`config.mk`:
```
export PLATFORM = sky130hd
export DESIGN_NAME = neighbor_table_ctrl
export DESIGN_NICKNAME = d
export VERILOG_FILES = /design/src/rtl/neighbor_table_pkg.sv /design/src/rtl/nt_free_slot_enc.sv /design/src/rtl/neighbor_table_ctrl.sv
export SDC_FILE = /design/constraint.sdc
export NUM_CORES = 1
export LEC_CHECK = 0
export ABC_AREA = 1
export CORE_UTILIZATION = 37
export DETAILED_ROUTE_END_ITERATION = 8
export PLACE_DENSITY = 0.73
export REMOVE_ABC_BUFFERS = 1
export SETUP_SLACK_MARGIN = 0.02
export SYNTH_ARGS = -nofsm -noshare
export SYNTH_HDL_FRONTEND = slang
export SYNTH_SLANG_ARGS = --single-unit
```
`constraint.sdc`:
```
create_clock -name clk -period 2.85 [get_ports clk]
set_input_delay 0.57 -clock clk [delete_from_list [all_inputs] [get_ports clk]]
set_output_delay 0.57 -clock clk [all_outputs]
set_load 0.03 [all_outputs]
```
`src/rtl/neighbor_table_pkg.sv`:
```
// Shared types for the neighbor table controller.
//   nt_state_t    : controller states
//   upd_status_t  : result code reported with upd_done
//   nt_entry_t    : one neighbor table row (also the table's write layout)
package neighbor_table_pkg;

   localparam int NT_WORD_W = 16;
   localparam logic [NT_WORD_W-1:0] MY_NODE_ID_DEFAULT = 16'h000C;

   typedef enum logic [2:0] {
      S_IDLE,
      S_LOOKUP,
      S_WRITE,
      S_DROP,
      S_SCAN,
      S_CLEAR
   } nt_state_t;

   typedef enum logic [1:0] {
      UPD_NEW       = 2'b00,
      UPD_UPDATED   = 2'b01,
      UPD_DROP_SELF = 2'b10,
      UPD_DROP_FULL = 2'b11
   } upd_status_t;

   typedef struct packed {
      logic [NT_WORD_W-1:0] nodeID;
      logic [NT_WORD_W-1:0] hops;
      logic [NT_WORD_W-1:0] qvalue;
      logic [NT_WORD_W-1:0] energy;
      logic [NT_WORD_W-1:0] chhops;
   } nt_entry_t;

endpackage

```
`src/rtl/nt_free_slot_enc.sv`:
```
// Lowest-free-slot priority encoder over the occupancy bitmap.
//   valid    : per-slot occupancy
//   free_idx : lowest slot whose valid bit is clear (0 when full)
//   full     : every slot occupied
module nt_free_slot_enc #(
   parameter int NUM_ENTRIES = 32,
   parameter int IDX_W       = $clog2(NUM_ENTRIES)
) (
   input  logic [NUM_ENTRIES-1:0] valid,
   output logic [IDX_W-1:0]       free_idx,
   output logic                   full
);

   // Scan high to low so the last hit is the lowest free index.
   always_comb begin
      free_idx = '0;
      full     = 1'b1;
      for (int i = NUM_ENTRIES - 1; i >= 0; i--) begin
         if (!valid[i]) begin
            free_idx = IDX_W'(i);
            full     = 1'b0;
         end
      end
   end

endmodule

```
`src/rtl/neighbor_table_ctrl.sv`:
```
// Neighbor table sequencing controller. Serialises QTU updates (lookup then
// in-place update or append) and best-Q scans over an external table with a
// combinational read port, and owns the per-slot valid bitmap.
//   clk, nrst            : clock, async active-low reset
//   HB_reset             : heartbeat reset, aborts any operation, clears occupancy
//   upd_*                : update request handshake, fields, done/status
//   scan_*, best_*       : scan request, busy/done, best-entry result
//   entry_count          : number of occupied slots
//   tbl_*                : table address, write strobe/data, read data
// WORD_WIDTH must match NT_WORD_W since captured fields use nt_entry_t.
module neighbor_table_ctrl
   import neighbor_table_pkg::*;
#(
   parameter int                    WORD_WIDTH  = 16,
   parameter int                    NUM_ENTRIES = 32,
   parameter logic [WORD_WIDTH-1:0] MY_NODE_ID  = MY_NODE_ID_DEFAULT,
   localparam int                   IDX_W       = $clog2(NUM_ENTRIES)
) (
   input  logic                  clk,
   input  logic                  nrst,
   input  logic                  HB_reset,
   input  logic                  upd_valid,
   output logic                  upd_ready,
   input  logic [WORD_WIDTH-1:0] upd_nodeID,
   input  logic [WORD_WIDTH-1:0] upd_hops,
   input  logic [WORD_WIDTH-1:0] upd_qvalue,
   input  logic [WORD_WIDTH-1:0] upd_energy,
   input  logic [WORD_WIDTH-1:0] upd_chhops,
   output logic                  upd_done,
   output logic [1:0]            upd_status,
   input  logic                  scan_req,
   output logic                  scan_busy,
   output logic                  scan_done,
   output logic                  best_found,
   output logic [IDX_W-1:0]      best_idx,
   output logic [WORD_WIDTH-1:0] best_nodeID,
   output logic [WORD_WIDTH-1:0] best_qvalue,
   output logic [IDX_W:0]        entry_count,
   output logic [IDX_W-1:0]      tbl_idx,
   output logic                  tbl_wr_en,
   output logic [WORD_WIDTH-1:0] tbl_nodeID,
   output logic [WORD_WIDTH-1:0] tbl_hops,
   output logic [WORD_WIDTH-1:0] tbl_qvalue,
   output logic [WORD_WIDTH-1:0] tbl_energy,
   output logic [WORD_WIDTH-1:0] tbl_chhops,
   input  logic [WORD_WIDTH-1:0] tbl_rd_nodeID,
   input  logic [WORD_WIDTH-1:0] tbl_rd_qvalue
);

   localparam logic [IDX_W-1:0] LAST_IDX = IDX_W'(NUM_ENTRIES - 1);

   nt_state_t              state;
   upd_status_t            status_q;
   nt_entry_t              cap;
   logic [NUM_ENTRIES-1:0] valid;
   logic [IDX_W-1:0]       idx;
   logic                   wr_q, done_q, scan_done_q;
   logic                   scan_fin;   // extra S_SCAN cycle that carries scan_done
   logic [IDX_W-1:0]       free_idx;
   logic                   full;

   nt_free_slot_enc #(.NUM_ENTRIES(NUM_ENTRIES), .IDX_W(IDX_W)) u_free (
      .valid    (valid),
      .free_idx (free_idx),
      .full     (full)
   );

   assign upd_ready  = (state == S_IDLE) && !HB_reset;
   assign scan_busy  = (state == S_SCAN);
   // Strobes are masked by HB_reset so an abort in the final cycle has no effect.
   assign tbl_wr_en  = wr_q && !HB_reset;
   assign upd_done   = done_q && !HB_reset;
   assign scan_done  = scan_done_q && !HB_reset;
   assign upd_status = status_q;
   assign tbl_idx    = idx;
   assign tbl_nodeID = cap.nodeID;
   assign tbl_hops   = cap.hops;
   assign tbl_qvalue = cap.qvalue;
   assign tbl_energy = cap.energy;
   assign tbl_chhops = cap.chhops;

   always_ff @(posedge clk or negedge nrst) begin
      if (!nrst) begin
         state       <= S_IDLE;
         status_q    <= UPD_NEW;
         cap         <= '0;
         valid       <= '0;
         idx         <= '0;
         wr_q        <= 1'b0;
         done_q      <= 1'b0;
         scan_done_q <= 1'b0;
         scan_fin    <= 1'b0;
         entry_count <= '0;
         best_found  <= 1'b0;
         best_idx    <= '0;
         best_nodeID <= '0;
         best_qvalue <= '0;
      end else if (HB_reset) begin
         state       <= S_CLEAR;
         valid       <= '0;
         entry_count <= '0;
         idx         <= '0;
         wr_q        <= 1'b0;
         done_q      <= 1'b0;
         scan_done_q <= 1'b0;
         scan_fin    <= 1'b0;
      end else begin
         case (state)
            S_IDLE: begin
               if (upd_valid) begin
                  cap <= '{nodeID: upd_nodeID, hops: upd_hops, qvalue: upd_qvalue,
                           energy: upd_energy, chhops: upd_chhops};
                  if (upd_nodeID == MY_NODE_ID) begin
                     state    <= S_DROP;
                     status_q <= UPD_DROP_SELF;
                     done_q   <= 1'b1;
                  end else begin
                     state <= S_LOOKUP;
                     idx   <= '0;
                  end
               end else if (scan_req) begin
                  state       <= S_SCAN;
                  idx         <= '0;
                  best_found  <= 1'b0;
                  best_idx    <= '0;
                  best_nodeID <= '0;
                  best_qvalue <= '0;
               end
            end
            S_LOOKUP: begin
               if (valid[idx] && (tbl_rd_nodeID == cap.nodeID)) begin
                  state    <= S_WRITE;   // idx already points at the match
                  status_q <= UPD_UPDATED;
                  wr_q     <= 1'b1;
                  done_q   <= 1'b1;
               end else if (idx == LAST_IDX) begin
                  if (full) begin
                     state    <= S_DROP;
                     status_q <= UPD_DROP_FULL;
                     idx      <= '0;
                     done_q   <= 1'b1;
                  end else begin
                     state    <= S_WRITE;
                     status_q <= UPD_NEW;
                     idx      <= free_idx;
                     wr_q     <= 1'b1;
                     done_q   <= 1'b1;
                  end
               end else begin
                  idx <= idx + 1'b1;
               end
            end
            S_WRITE: begin
               valid[idx] <= 1'b1;
               if (status_q == UPD_NEW)
                  entry_count <= entry_count + 1'b1;
               wr_q   <= 1'b0;
               done_q <= 1'b0;
               idx    <= '0;
               state  <= S_IDLE;
            end
            S_DROP: begin
               done_q <= 1'b0;
               state  <= S_IDLE;
            end
            S_SCAN: begin
               if (scan_fin) begin
                  scan_fin    <= 1'b0;
                  scan_done_q <= 1'b0;
                  state       <= S_IDLE;
               end else begin
                  // Strict greater-than keeps the lower index on ties.
                  if (valid[idx] && (!best_found || (tbl_rd_qvalue > best_qvalue))) begin
                     best_found  <= 1'b1;
                     best_idx    <= idx;
                     best_nodeID <= tbl_rd_nodeID;
                     best_qvalue <= tbl_rd_qvalue;
                  end
                  if (idx == LAST_IDX) begin
                     scan_fin    <= 1'b1;
                     scan_done_q <= 1'b1;
                     idx         <= '0;
                  end else begin
                     idx <= idx + 1'b1;
                  end
               end
            end
            S_CLEAR: begin
               valid       <= '0;
               entry_count <= '0;
               state       <= S_IDLE;
            end
            default: state <= S_IDLE;
         endcase
      end
   end

endmodule

```
==> flow_summary.yaml, run 1 <==
route:
  wirelength_um: 23100
  drtIter0Drc: 315
  viasPerCell: 4.92
  first_pass_iters: 5
  drc: 0
  num_vias: 7162
  drtAntennaViolNets: 0
  wire_per_inst_um: 15.9
logic_synthesis:
  avgSynthCellArea_um2: 9.33
  synth_edf_count: 0
  ys_seq_area_share_pct: 51.6
  synth_top_family_by_area: "simple AND/OR/NAND/NOR gates"
  synth_compound_area_share_pct: 12.0
  ys_seq_elements: 170
  synth_top_flop_cell: "dfrtp_1"
  synth_area_leaders: "dfrtp_1 (52%), mux2_2 (9.0%), nand2_1 (6.9%)"
  synth_xor_area_share_pct: 1.49
  syn_inst: 884
  synth_common_cells: "dfrtp_1 (170), nand2_1 (151), inv_1 (124)"
  synth.cell_area_mm2: 0.00824
  yosys.cell_types.count: 44
  synth_async_sr_flop_share_pct: 100
  synth-simple-area-share_pct: 14.4
  synth_mux_area_share_pct: 9.02
  synth_fa_ha_area_share_pct: 3.34
  synth_top_cell_area_share_pct: 51.6
  yosys.area.top_type: "dfrtp_1"
  synth.most_common_cell: "dfrtp_1"
  yosysWarnings: 0
setup_path:
  worstSetupStartpointType: "input port"
  worstPathArrival_ns: 2.93
  crit_path_end_kind: "flop"
  crit_type: "input port to flop"
  cp_data_required_time_ns: 3.20
  critPathMaxFanout: 22
cts:
  ctsRootBufferMaster: "clkbuf_16"
  cts_buffers: 17
  cts_resized: 0
  htree_levels: 4
  insertion_delay_ns: 0.43
  clock_path_buffers: 2
  cts.clk_slew.worst_paths_ns: 0.07
  cts_tree: "done"
  postCtsSetupBuffers: 0
  cts.sinks: 170
  holdBufCountCts: 0
final_layout:
  fin_area_mm2: 0.0119
  drive_above_1_share_pct: 13.8
  final_util_pct: 54.5
  fillCellCount: 1940
  syn2layout_area_growth_pct: 44.4
  final_nets: 1301
floorplanning:
  coreArea_mm2: 0.0218
  initial_core_util_pct: 37.8
  die_h_um: 151
  die_area_mm2: 0.0229
  rows: 54
  ios: 253
  dieWidth_um: 151
pwr:
  power_mw: 12.2
  powerDensity_mw_per_mm2: 1020
  p_leak_nw: 5.09
  peakVddDrop_uv: 715
hold_path:
  hold_class: "input port to async pin"
timing:
  rsz0062_at_grt: "false"
  max_freq_mhz: 388
  finalMaxSlewViolations: 0
  setup_viol: 0
  fin_skew_ns: 0.0110
  finalCriticalPeriod_ns: 2.58
  fin_crit_sh_pct: 90.4
  worst_pin_slew_ns: 0.772
  hold_viol: 0
  slew_headroom_pct: 48.4
  layout_setup_ws_ns: 0.274
placement:
  dp_slack_ns: -0.185
  globalplace.congestion: 0.853
  dp_hpwl_um: 17400
  dpl_cell_area_mm2: 0.0113
  numPortBuffers: 252
global_route:
  grt_pass1_wl_um: 37400
  grt_max_degree: 59
  antenna_found_initial: 1
  first_global_vias: 7395
  grt.total_usage_pct: 21.3
  overflow: 0
job:
  drv_cap: 0
outcome:
  outcome: "complete, no violations"
## placed cells by master, fill, tap and decap left out, types with 9 or more instances in the layout
cell / n
clkdlybuf4s50_1: 246
dfrtp_1: 170
nand2_1: 150
inv_1: 124
mux2_2: 66
a21oi_1: 65
o21ai_0: 56
nor2_1: 41
nand3_1: 41
buf_4: 36
ha_1: 22
o21ai_1: 21
nor3_1: 18
clkbuf_16: 17
o22ai_1: 12
xnor2_1: 12
nand4_1: 9
## where the power goes
group	internal [mW]	leakage [nW]	switching [mW]
clock	1.31	0.278	1.04
sequential	3.27	2.20	0.574
combinational	2.56	2.61	3.40
## per-stage QoR
stage,hold slack [ns],TNS (ns),std cells
finish,0.121,0,1455
global route,0.163,0,1455
CTS,0.141,0,1454
detailed placement,0.465,-4.75,1423
global placement,0.460,-0.909,1423
floorplan,0.274,-90.76,852
## registers in the layout, summed over array words and instances, names as in the netlist, 6 cells and up
register,cells
best_nodeID,16
tbl_chhops,16
tbl_hops,16
tbl_nodeID,16
entry_count,6
tbl_qvalue,16
tbl_energy,16
best_qvalue,16
valid,32
## worst paths after layout
kind / start / end / slack [ns] / cells after the start
max in group asynchronous: nrst / tbl_nodeID[7]$_DFFE_PN0P_ / 2.04 / 2
hold / removal: nrst / valid[21]$_DFFE_PN0P_ / 0.12 / 1
min in group clk: done_q$_DFFE_PN0P_ / done_q$_DFFE_PN0P_ / 0.47 / 2
setup reg to reg: tbl_idx[1]$_DFFE_PN0P_ / best_qvalue[14]$_DFFE_PN0P_ / 0.36 / 12
hold reg to reg: done_q$_DFFE_PN0P_ / done_q$_DFFE_PN0P_ / 0.47 / 2
setup / recovery: tbl_rd_qvalue[3] / best_qvalue[14]$_DFFE_PN0P_ / 0.27 / 14
## cells by family after synthesis
logic type / count (synthesis)
flops: 170
simple gates: 274
xor+xnor: 14
mux: 66
fa+ha+maj: 22
compound gates: 177
buf+inv: 161
## worst max-delay path, cell delays in order
cell	delay (ns)
clkdlybuf4s50_1	0.45
ha_1	0.32
nand2_1	0.08
o21a_1	0.19
o211ai_1	0.18
nand2_1	0.08
o2111ai_1	0.07
nand2_1	0.07
nand2_1	0.08
a21oi_2	0.07
nor4_4	0.25
buf_4	0.31
nand3_1	0.12
o21ai_1	0.10
## per-layer routing
metal,part of all wire [%],global-route usage (%),up-vias
met5,0,0,-
met4,2.2,6.55,0
met3,7.5,6.78,31
met2,50,36.9,228
met1,41,24.9,3428
li1,-,-,3475
## layout make-up
class / count / area (um2) / share of cell area [%]
sequential: 170 / 4250 / 35.7
tap: 280 / 350 / 2.94
clock inverter: 13 / 158 / 1.32
multi-input combinational: 553 / 3320 / 27.9
timing repair buffer: 291 / 2900 / 24.3
antenna: 1 / 2.50 / 0.0210
clock buffer: 18 / 429 / 3.61
inverter: 129 / 488 / 4.10
Note: power is estimated with default switching activity, not from simulation.
==> run 2, diff against run 1 <==
Settings changed: CTS_CLUSTER_DIAMETER set to 50.
==> results of run 2 <==
No change in the layout: final DEF, timing and power equal those of run 1.
==> run 3, diff against run 2 <==
Settings changed: CORE_MARGIN set to 5.
==> run 3 against run 2 <==
Cell count down 0.34%; via count up 0.54%; sequential cell count unchanged; clock-buffer cell count is 1 lower; setup slack worse by 0.12 ns; sequential power shrank 1%; global-route usage decreased by 2.6 points; cell area is 0.16% lower; combinational power increased by 1%; largest cell class unchanged; highest routed layer unchanged.
==> flow_summary.yaml, run 3 (synthesis results as in run 1) <==
outcome:
  outcome: "complete, no violations"
cts:
  cts.sinks: 170
  holdBufCountCts: 0
  cts_tree: "done"
  ctsRootBufferMaster: "clkbuf_16"
  clock_path_buffers: 2
  htree_levels: 4
  postCtsSetupBuffers: 0
  cts_buffers: 17
  cts_resized: 0
  cts.clk_slew.worst_paths_ns: 0.07
  insertion_delay_ns: 0.43
global_route:
  grt_max_degree: 52
  grt_pass1_wl_um: 38700
  overflow: 0
  grt.total_usage_pct: 18.7
  first_global_vias: 7394
  antenna_found_initial: 1
pwr:
  peakVddDrop_uv: 769
  seqPwrFrac_pct: 31.0
  switching_power_mw: 5.06
  power.share.clock_pct: 19.9
  power.internal_mw: 7.23
  power_frac_comb_pct: 49.0
  switching_share_pct: 41.2
  p_leak_nw: 5.07
  powerDensity_mw_per_mm2: 1030
final_layout:
  layout_common_cells: "clkdlybuf4s50_1 (247), dfrtp_1 (170), nand2_1 (150)"
  largest_reg_flops: 32
  final_nets: 1297
  largest_register: "valid"
  fin_cells: 1450
  syn2layout_area_growth_pct: 44.1
  final_common_cell: "clkdlybuf4s50_1"
  fillCellCount: 1967
  final_util_pct: 54.3
  drive_above_1_share_pct: 13.5
  fin_area_mm2: 0.0119
timing:
  max_freq_mhz: 371
  fin_skew_ns: 0.0153
  rsz0062_at_grt: "false"
  fin_hold_ws_ns: 0.0854
  fin_crit_sh_pct: 94.5
  layout_setup_ws_ns: 0.156
  finalMaxSlewViolations: 0
  slew_headroom_pct: 49.5
  finalCriticalPeriod_ns: 2.69
  hold_viol: 0
  worst_pin_slew_ns: 0.755
  setup_viol: 0
hold_path:
  hold_class: "input port to async pin"
setup_path:
  crit_path_end_kind: "output port"
  cp_num_buf_inv: 2
  reg2reg_depth: 14
  slowest_delay_ns: 0.75
  worstPathArrival_ns: 2.12
  worstSetupStartpointType: "flop"
  r2r_start: "tbl_idx[0]$_DFFE_PN0P_"
  cpLargestDelayFamily: "buffers and inverters"
  critPathMaxFanout: 5
  cp_slowest_cell: "clkdlybuf4s50_1"
  path_cells: "nor2_1 > inv_1 > nor2_2 > clkdlybuf4s50_1"
  r2r_slack_ns: 0.44
  cp_data_required_time_ns: 2.28
  r2r-end: "upd_status[1]$_DFFE_PN0P_"
  crit_type: "flop to output port"
job:
  drv_cap: 0
route:
  drtIter0Drc: 419
  met2WireLength_um: 11700
  drc: 0
  first_pass_iters: 6
  wirelength_um: 24100
  drtAntennaViolNets: 0
  num_vias: 7201
  viasPerCell: 4.97
  top_layer: "met4"
  wl_met3_um: 2410
  drt-met1-wl_um: 9520
  wire_per_inst_um: 16.6
placement:
  place_inst: 1419
  dp_hpwl_um: 18200
  numPortBuffers: 252
  globalplace.congestion: 0.887
  dpl_cell_area_mm2: 0.0113
  dp_slack_ns: -0.110
floorplanning:
  initial_core_util_pct: 37.7
  die_area_mm2: 0.0254
  dieWidth_um: 159
  coreArea_mm2: 0.0219
  die_h_um: 159
  rows: 54
  ios: 253
[run 3: final cells by class]
type | count | area (um2) | share of cell area, %
clock buffers | 17 | 425 | 3.58
well taps | 280 | 350 | 2.95
clock inverters | 13 | 184 | 1.55
flip-flops and latches | 170 | 4250 | 35.8
diodes | 1 | 2.50 | 0.0211
inverters | 129 | 488 | 4.11
multi-input cells | 553 | 3320 | 28.0
repair buffers | 287 | 2860 | 24.0
[run 3: layer usage]
metal	track usage [%]	vias up
li1	-	3471
met1	22.4	3425
met2	30.5	272
met3	7.77	33
met4	6.75	0
met5	0	-
[run 3: per-stage QoR]
stage	total power [mW]	TNS, ns
finish	12.3	0
global route	13.0	0
CTS	12.4	0
detailed placement	9.90	-2.16
global placement	9.81	-0.239
floorplan	7.16	-90.76
[run 3: worst max path at each step]
stage / from / end / slack, ns / cells past startpoint
CTS: state[0]$_DFFE_PN0P_ / scan_busy / 0.12 / 4
finish: state[0]$_DFFE_PN0P_ / scan_busy / 0.16 / 4
floorplan: tbl_idx[0]$_DFFE_PN0P_ / best_idx[0]$_DFFE_PN0P_ / -1.12 / 11
global placement: tbl_rd_qvalue[3] / best_qvalue[14]$_DFFE_PN0P_ / -0.03 / 14
detailed placement: tbl_rd_qvalue[3] / best_qvalue[15]$_DFFE_PN0P_ / -0.11 / 14
global route: tbl_rd_qvalue[15] / best_qvalue[2]$_DFFE_PN0P_ / 0.04 / 15
[run 3: power groups by stage]
stage / Combinational, mW / Sequential, mW / Clock, mW
finish: 6.02 / 3.81 / 2.45
global route: 6.45 / 3.93 / 2.62
CTS: 6.08 / 3.82 / 2.51
detailed placement: 6.05 / 3.85 / 0
global placement: 6.00 / 3.81 / 0
floorplan: 1.66 / 5.50 / 0
[run 3: worst register-to-register path: stages (launching register included)]
cell      delay, ns
dfrtp_1        0.50
buf_4          0.22
a21oi_1        0.07
o21ai_0        0.07
nand2_1        0.08
a22o_1         0.23
a221oi_2       0.21
nand2_2        0.13
nand2_2        0.10
nand2_1        0.07
nor2_1         0.17
o21ai_0        0.15
o21ai_0        0.14
nor2_1         0.07
a21oi_1        0.12
